[config.mk]
export PLATFORM = sky130hd
export DESIGN_NAME = board_merge_responder
export DESIGN_NICKNAME = d
export VERILOG_FILES = /design/src/rtl/board_merge_responder.sv
export SDC_FILE = /design/constraint.sdc
export NUM_CORES = 1
export LEC_CHECK = 0
export CAP_MARGIN = 10
export CORE_MARGIN = 5
export CORE_UTILIZATION = 50
export CTS_CLUSTER_SIZE = 28
export DETAILED_ROUTE_END_ITERATION = 8
export PLACE_DENSITY = 0.88
export RECOVER_POWER = 50
export SLEW_MARGIN = 10
export SYNTH_ARGS = -nofsm -noshare
export SYNTH_HDL_FRONTEND = slang
export SYNTH_SLANG_ARGS = --single-unit
[constraint.sdc]
create_clock -name clk -period 3.45 [get_ports clk]
set_clock_uncertainty 0.05 [all_clocks]
set_input_delay 1.035 -clock clk [delete_from_list [all_inputs] [get_ports clk]]
set_output_delay 1.035 -clock clk [all_outputs]
set_load 0.02 [all_outputs]
[src/rtl/board_merge_responder.sv]
// board_merge_responder
//   Owns the 2x5 digit board (4 bits per cell) and serves merge requests from
//   the cursor/selection logic. For each accepted request it reads the
//   destination and source cells, writes (dst + src) mod 10 to the
//   destination and returns a response on a valid/ready handshake.
//
// Ports
//   clk, rst_n               clock (rising edge), asynchronous active-low reset
//   num                      active columns per row (0 or >5 means 5)
//   init_valid, init_status  bulk load of the board image (IDLE only)
//   req_valid/req_ready      merge request handshake; req_dst, req_src are cell indices
//   rsp_valid/rsp_ready      response handshake; rsp_ok, rsp_value are the result
//   status                   registered board image, cell k at [4k+3:4k]
//   busy                     high whenever the controller is not IDLE
//   merges_done              saturating count of successful merges
module board_merge_responder #(
    parameter int CELLS = 10,
    parameter int COLS  = 5,
    parameter int W     = 4
) (
    input  logic                 clk,
    input  logic                 rst_n,
    input  logic [2:0]           num,
    input  logic                 init_valid,
    input  logic [CELLS*W-1:0]   init_status,
    input  logic                 req_valid,
    output logic                 req_ready,
    input  logic [3:0]           req_dst,
    input  logic [3:0]           req_src,
    output logic                 rsp_valid,
    input  logic                 rsp_ready,
    output logic                 rsp_ok,
    output logic [W-1:0]         rsp_value,
    output logic [CELLS*W-1:0]   status,
    output logic                 busy,
    output logic [7:0]           merges_done
);

    typedef enum logic [2:0] {IDLE, FETCH, SUM, WRITE, RESP} state_t;

    state_t         state, state_nxt;
    logic [2:0]     num_eff;
    logic           req_acc;
    logic           req_ok;
    logic [3:0]     dst_p0, src_p0;
    logic [W-1:0]   a_p1, b_p1;
    logic [W-1:0]   sum_p2;

    function automatic logic [2:0] eff_num(input logic [2:0] n);
        return (n == 3'd0 || n > 3'(COLS)) ? 3'(COLS) : n;
    endfunction

    // An index is usable only inside the board and inside the active columns.
    function automatic logic idx_ok(input logic [3:0] idx, input logic [2:0] n);
        logic [3:0] col;
        col = (idx >= 4'(COLS)) ? idx - 4'(COLS) : idx;
        return (idx < 4'(CELLS)) && (col < {1'b0, n});
    endfunction

    function automatic logic [W-1:0] cell_at(input logic [CELLS*W-1:0] img,
                                             input logic [3:0] idx);
        logic [W-1:0] v;
        v = '0;
        for (int k = 0; k < CELLS; k++)
            if (idx == 4'(k)) v = img[k*W +: W];
        return v;
    endfunction

    // Operands may be 10..15 after a bulk load, so the raw sum reaches 30:
    // two conditional subtractions cover every case without a divider.
    function automatic logic [W-1:0] mod10_sum(input logic [W-1:0] a,
                                               input logic [W-1:0] b);
        logic [W:0] s;
        s = {1'b0, a} + {1'b0, b};
        if (s >= (W+1)'(20)) s = s - (W+1)'(20);
        if (s >= (W+1)'(10)) s = s - (W+1)'(10);
        return W'(s);
    endfunction

    function automatic logic [7:0] sat_inc(input logic [7:0] c);
        return (c == 8'hFF) ? c : c + 8'd1;
    endfunction

    assign num_eff = eff_num(num);
    assign req_ok  = idx_ok(req_dst, num_eff) && idx_ok(req_src, num_eff);
    assign req_acc = req_valid && req_ready;

    always_ff @(posedge clk or negedge rst_n) begin
        if (!rst_n) state <= IDLE;
        else        state <= state_nxt;
    end

    always_comb begin
        state_nxt = state;
        case (state)
            IDLE:    if (!init_valid && req_valid) state_nxt = req_ok ? FETCH : RESP;
            FETCH:   state_nxt = SUM;
            SUM:     state_nxt = WRITE;
            WRITE:   state_nxt = RESP;
            RESP:    if (rsp_ready) state_nxt = IDLE;
            default: state_nxt = IDLE;
        endcase
    end

    // init_valid steals the IDLE cycle, so it must also hold off requests.
    always_comb begin
        req_ready = (state == IDLE) && !init_valid;
        busy      = (state != IDLE);
        rsp_valid = (state == RESP);
    end

    // Stage p0: latch indices at accept; validity was already decided here.
    always_ff @(posedge clk) begin
        if (req_acc) begin
            dst_p0 <= req_dst;
            src_p0 <= req_src;
        end
        // Stage p1: operand fetch from the board.
        if (state == FETCH) begin
            a_p1 <= cell_at(status, dst_p0);
            b_p1 <= cell_at(status, src_p0);
        end
        // Stage p2: modular sum.
        if (state == SUM)
            sum_p2 <= mod10_sum(a_p1, b_p1);
    end

    always_ff @(posedge clk or negedge rst_n) begin
        if (!rst_n) begin
            status      <= '0;
            rsp_ok      <= 1'b0;
            rsp_value   <= '0;
            merges_done <= 8'd0;
        end else begin
            case (state)
                IDLE: if (init_valid) status <= init_status;
                WRITE: begin
                    for (int k = 0; k < CELLS; k++)
                        if (dst_p0 == 4'(k)) status[k*W +: W] <= sum_p2;
                    rsp_ok      <= 1'b1;
                    rsp_value   <= sum_p2;
                    merges_done <= sat_inc(merges_done);
                end
                RESP: if (rsp_ready) begin
                    rsp_ok    <= 1'b0;
                    rsp_value <= '0;
                end
                default: ;
            endcase
        end
    end

endmodule

Word-level counts from Yosys, hierarchy flattened
Cells that the tools add are included.
{"block": "totals", "reg_bits": 76, "out_inout_bits": 56, "input_bits": 56, "word_cells": 145}
{"block": "classes", "addsub": 6, "n_lt_le_gt_ge": 9, "n_reduce_logical": 28, "n_eq_ne": 36, "bitwise": 1, "muxes": 46}
{"operator": "$mux 4", "n": 34}
{"operator": "$pmux 40 s2", "n": 1}
{"operator": "$mux 40", "n": 1}
{"operator": "$eq 4x3->1 const B", "n": 8}
{"operator": "$reduce_and 3->1", "n": 10}
{"operator": "$ne 2x2->1 const B", "n": 12}
{"operator": "$eq 4x2->1 const B", "n": 4}
{"operator": "$eq 4x4->1 const B", "n": 4}
{"operator": "$pmux 3 s5", "n": 1}
{"operator": "$mux 3", "n": 4}
{"operator": "$mux 5", "n": 2}
{"operator": "$add 8x1->8 const B", "n": 1}
{"operator": "$eq 4x1->1 const B", "n": 2}
{"operator": "$eq 8x8->1 const B", "n": 1}
{"operator": "$ge 4x3->1 const B", "n": 2}
{"operator": "$logic_not 4->1", "n": 2}
{"operator": "$lt 4x3->1", "n": 2}
{"operator": "$lt 4x4->1 const B", "n": 2}
{"operator": "$pmux 4 s2", "n": 1}
{"operator": "$sub 4x3->4 const B", "n": 2}
{"operator": "$eq 3x2->1 const B", "n": 2}
{"operator": "$logic_and 1x1->1", "n": 6}
{"operator": "$logic_not 3->1", "n": 2}
{"operator": "$reduce_and 2->1", "n": 3}
{"operator": "16 further kinds", "n": 17}

Logic depth before layout (Yosys ltp)
{"block": "logic_depth", "depth_word": 11, "ltp_mapped": 13, "mapped_depth_nobuf": 13}

Worst setup path after synthesis
No wires, ideal clock.
{"block": "synth_timing", "kind": "register -> register", "startpoint": "reg a_p1[0]", "endpoint": "reg sum_p2[1], data pin", "setup_time_ns": 0.254, "period_less_slack_ns": 2.790, "path_stages_with_launch": 14, "setup_slack_ns": 0.660, "t_arrival_ns": 2.486, "n_path_buf": 0, "t_required_ns": 3.146, "path_cell_list": "edfxtp_1 > ha_1 > inv_1 > fa_1 > nand2b_1 > nand2b_1 > a21oi_1 > nor3_1 > a21oi_1 > ha_1 > a221oi_1 > a32oi_2 > nor4b_2 > a21o_1"}
{"block": "synth_via", "elab_chain_len": 6, "word_cells_on_any_way": 8, "cone_classes": "3 x add/sub; 2 x order compare; 3 x mux"}
{"item": "start: declaration", "line_no": "46", "source": "logic [W-1:0] a_p1, b_p1;"}
{"item": "start signal: assignment", "line_no": "120", "source": "a_p1 <= cell_at(status, dst_p0);"}
{"item": "$add 4x4->5 (*)", "line_no": "74", "source": "s = {1'b0, a} + {1'b0, b};"}
{"item": "$sub 5x5->5 or $ge 5x5->1 (tied branches)", "line_no": "75", "source": "if (s >= (W+1)'(20)) s = s - (W+1)'(20);"}
{"item": "$mux 5 (*)", "line_no": "75"}
{"item": "$mux 5 (*)", "line_no": "124", "source": "if (state == SUM)"}
{"item": "$sub 4x4->4 or $ge 5x4->1 (tied branches)", "line_no": "76", "source": "if (s >= (W+1)'(10)) s = s - (W+1)'(10);"}
{"item": "$mux 4 (*)", "line_no": "76"}
{"item": "end signal: assignment", "line_no": "125", "source": "sum_p2 <= mod10_sum(a_p1, b_p1);"}
{"item": "end: declaration", "line_no": "47", "source": "logic [W-1:0] sum_p2;"}
Every way passes the cells marked *; elsewhere a longest branch is shown, timed or not. The select of a mux whose other input is x is not followed.
A chain may end at the register's enable or synchronous reset.

Final worst setup path
{"block": "layout_timing", "startpoint": "in init_valid", "endpoint": "out req_ready"}
{"block": "layout_via", "elab_chain_len": 2}
{"item": "start: declaration", "line_no": "24", "source": "input logic init_valid,"}
{"item": "$logic_not 1->1", "line_no": "107", "source": "req_ready = (state == IDLE) && !init_valid;"}
{"item": "$logic_and 1x1->1", "line_no": "107"}
{"item": "end: declaration", "line_no": "27", "source": "output logic req_ready,"}
No other way between the ends.

==> flow_summary.ini <==
[status]
outcome = complete, but fails checks
violations = capacitance limit, slew limit

[critical_path]
required_ns = 2.36
critPathCaptureType = primary output
crit_type = input port to primary output
critical_path.max_fanout = 3
worst_setup_path_start_kind = input port
crit_arrival_ns = 2.22

[sta]
max-slew-margin-rel = -0.230
finalWorstSetupSlack_ns = 0.147
rsz0062_at_grt = no
final.setup.tns_ns = 0
period_minus_slack_ns = 3.30
clock.fmax_mhz = 303
worst_slew_pin_slew_ns = 1.84
finalSetupViolCount = 0
finalCritPeriodShare = 0.957
hold_violations = 0
maxSlewViolCount = 53

[logic_synthesis]
synthArstFlopShare = 0.737
syn_nets = 585
syn_inst = 513
synth-seq-cells = 76
yosysUniqueCellTypes = 64
yosysWarnings = 0
syn_area_per_cell_um2 = 9.07
ys_dominant_reg_cell = dfrtp_1
yosysSeqAreaShare = 0.430
syn_area_um2 = 4650
synth_edf_count = 20

[finish]
fin_nets = 682
n_antenna_cell = 0
final_core_util = 0.655
fin_area_um2 = 6000
layout_commonest_cell = clkdlybuf4s50_1
drive_above_1_share = 0.0504
final_cell_mix = clkdlybuf4s50_1 (102), a21oi_1 (101), nor2_1 (74)
syn_to_final_growth_pct = 28.9

[grt]
grt_max_degree = 53
overflow = 0
grt_first_pass_wirelength_um = 22600
track_usage = 0.251
antenna_found_initial = 0
grt_pass1_vias = 4489

[place]
dp_slack_ns = 0.0118
portBuffers = 111
dpl.hpwl_um = 10500
gp_congestion = 0.963
place_area_um2 = 5780

[job]
drv_cap = 1

[clock_network]
cts_buffers = 9
post_cts_resized = 0
cts_htree_levels = 3
cts_root_buf = clkbuf_8
clock_path_buffers = 2
clkLatencyLatePin_ns = 0.35
clk_pin_slew_ns = 0.08
postCtsSetupRepairBufs = 0
cts_sinks = 76
hold_buffers = 0
cts_tree = yes

[floorplanning]
coreArea_um2 = 9150
ios = 112
start_util = 0.508
die_h_um = 106
fp-row-count = 35
dieArea_um2 = 11300
die_x_um = 106

[power]
p_leak_nw = 2.45
power.density_nw_per_um2 = 908
ir_drop_uv = 415

[hold_path]
hp-class = flop to flop

[route]
routed_via_density = 6.11
dr.pass1.iters = 6
drt_wl_total_um = 14100
drt_iter0_drc = 488
wl_per_cell_um = 19.4
drc_errors = 0
num_vias = 4436
ant_nets = 0
## sequential cells by signal, summed over array words and instances (netlist names)
signal       flops
merges_done      8
state            3
sum_p2           4
dst_p0           4
status          40
a_p1             4
rsp_ok           1
src_p0           4
rsp_value        4
b_p1             4
## synthesized netlist by cell type (all sizes together), types with 12 or more instances
master | n | share of area
nor2 | 76 | 0.063
dfrtp | 56 | 0.30
nand2b | 12 | 0.016
edfxtp | 20 | 0.13
buf | 19 | 0.024
o21ai | 27 | 0.029
inv | 17 | 0.014
ha | 15 | 0.040
a21oi | 102 | 0.11
mux2i | 13 | 0.028
nand2 | 24 | 0.020
## stage by stage
stage	cells	hold WS (ns)	power [mW]
detailed placement	710	0.420	4.63
finish	726	0.433	5.45
CTS	726	0.440	5.45
global placement	710	0.412	4.49
global route	726	0.458	5.77
floorplan	513	0.497	3.47
## final cells by class
type / instances / area [µm²]
Timing Repair Buffer: 115 / 1120
Inverter: 17 / 63.8
Tap cell: 111 / 139
Clock buffer: 16 / 255
Fill cell: 744 / 3160
Sequential cell: 76 / 2000
Multi-Input combinational cell: 391 / 2410
## routing by layer
metal	global-route usage	share of wire	vias to the layer above
li1	-	-	2049
met1	0.316	0.39	2106
met2	0.419	0.49	241
met3	0.0565	0.088	40
met4	0.0995	0.032	0
met5	0	0	-
## worst max-delay path, cell delays in order
cell and delay [ns]:
clkdlybuf4s50_1 0.44, nor2_1 0.13, clkdlybuf4s50_1 0.61
## logic make-up (layout without fill, tap and decap cells)
kind of cell / Yosys count / count (layout) / share of synthesized area
AOI/OAI and AO/OA: 184 / 184 / 0.239
xor gates and xnor gates: 12 / 12 / 0.0226
adders and majority gates: 16 / 16 / 0.0446
buffers and inverters: 46 / 148 / 0.0465
DFF: 76 / 76 / 0.430
muxes: 18 / 18 / 0.0449
and+or+nand+nor: 161 / 161 / 0.172
## report_power, final
group          switching, mW  leakage (nW)  internal, mW
Clock                  0.335         0.130         0.478
Combinational           1.57          1.49          1.26
Sequential             0.470         0.839          1.34
Total                   2.38          2.45          3.07
## final timing paths
kind / from / to / slack [ns] / depth (start not counted)
worst max register to register: a_p1[0] / sum_p2[1] / 0.32 / 13
max in group asynchronous: rst_n / status[3] / 1.07 / 2
worst min register to register: rsp_ok / rsp_ok / 0.43 / 2
worst max-delay path: init_valid / req_ready / 0.15 / 3
min in group asynchronous: rst_n / status[33] / 0.72 / 1
worst min-delay path: rsp_ok / rsp_ok / 0.43 / 2
Power figures use the tool's default switching activity.
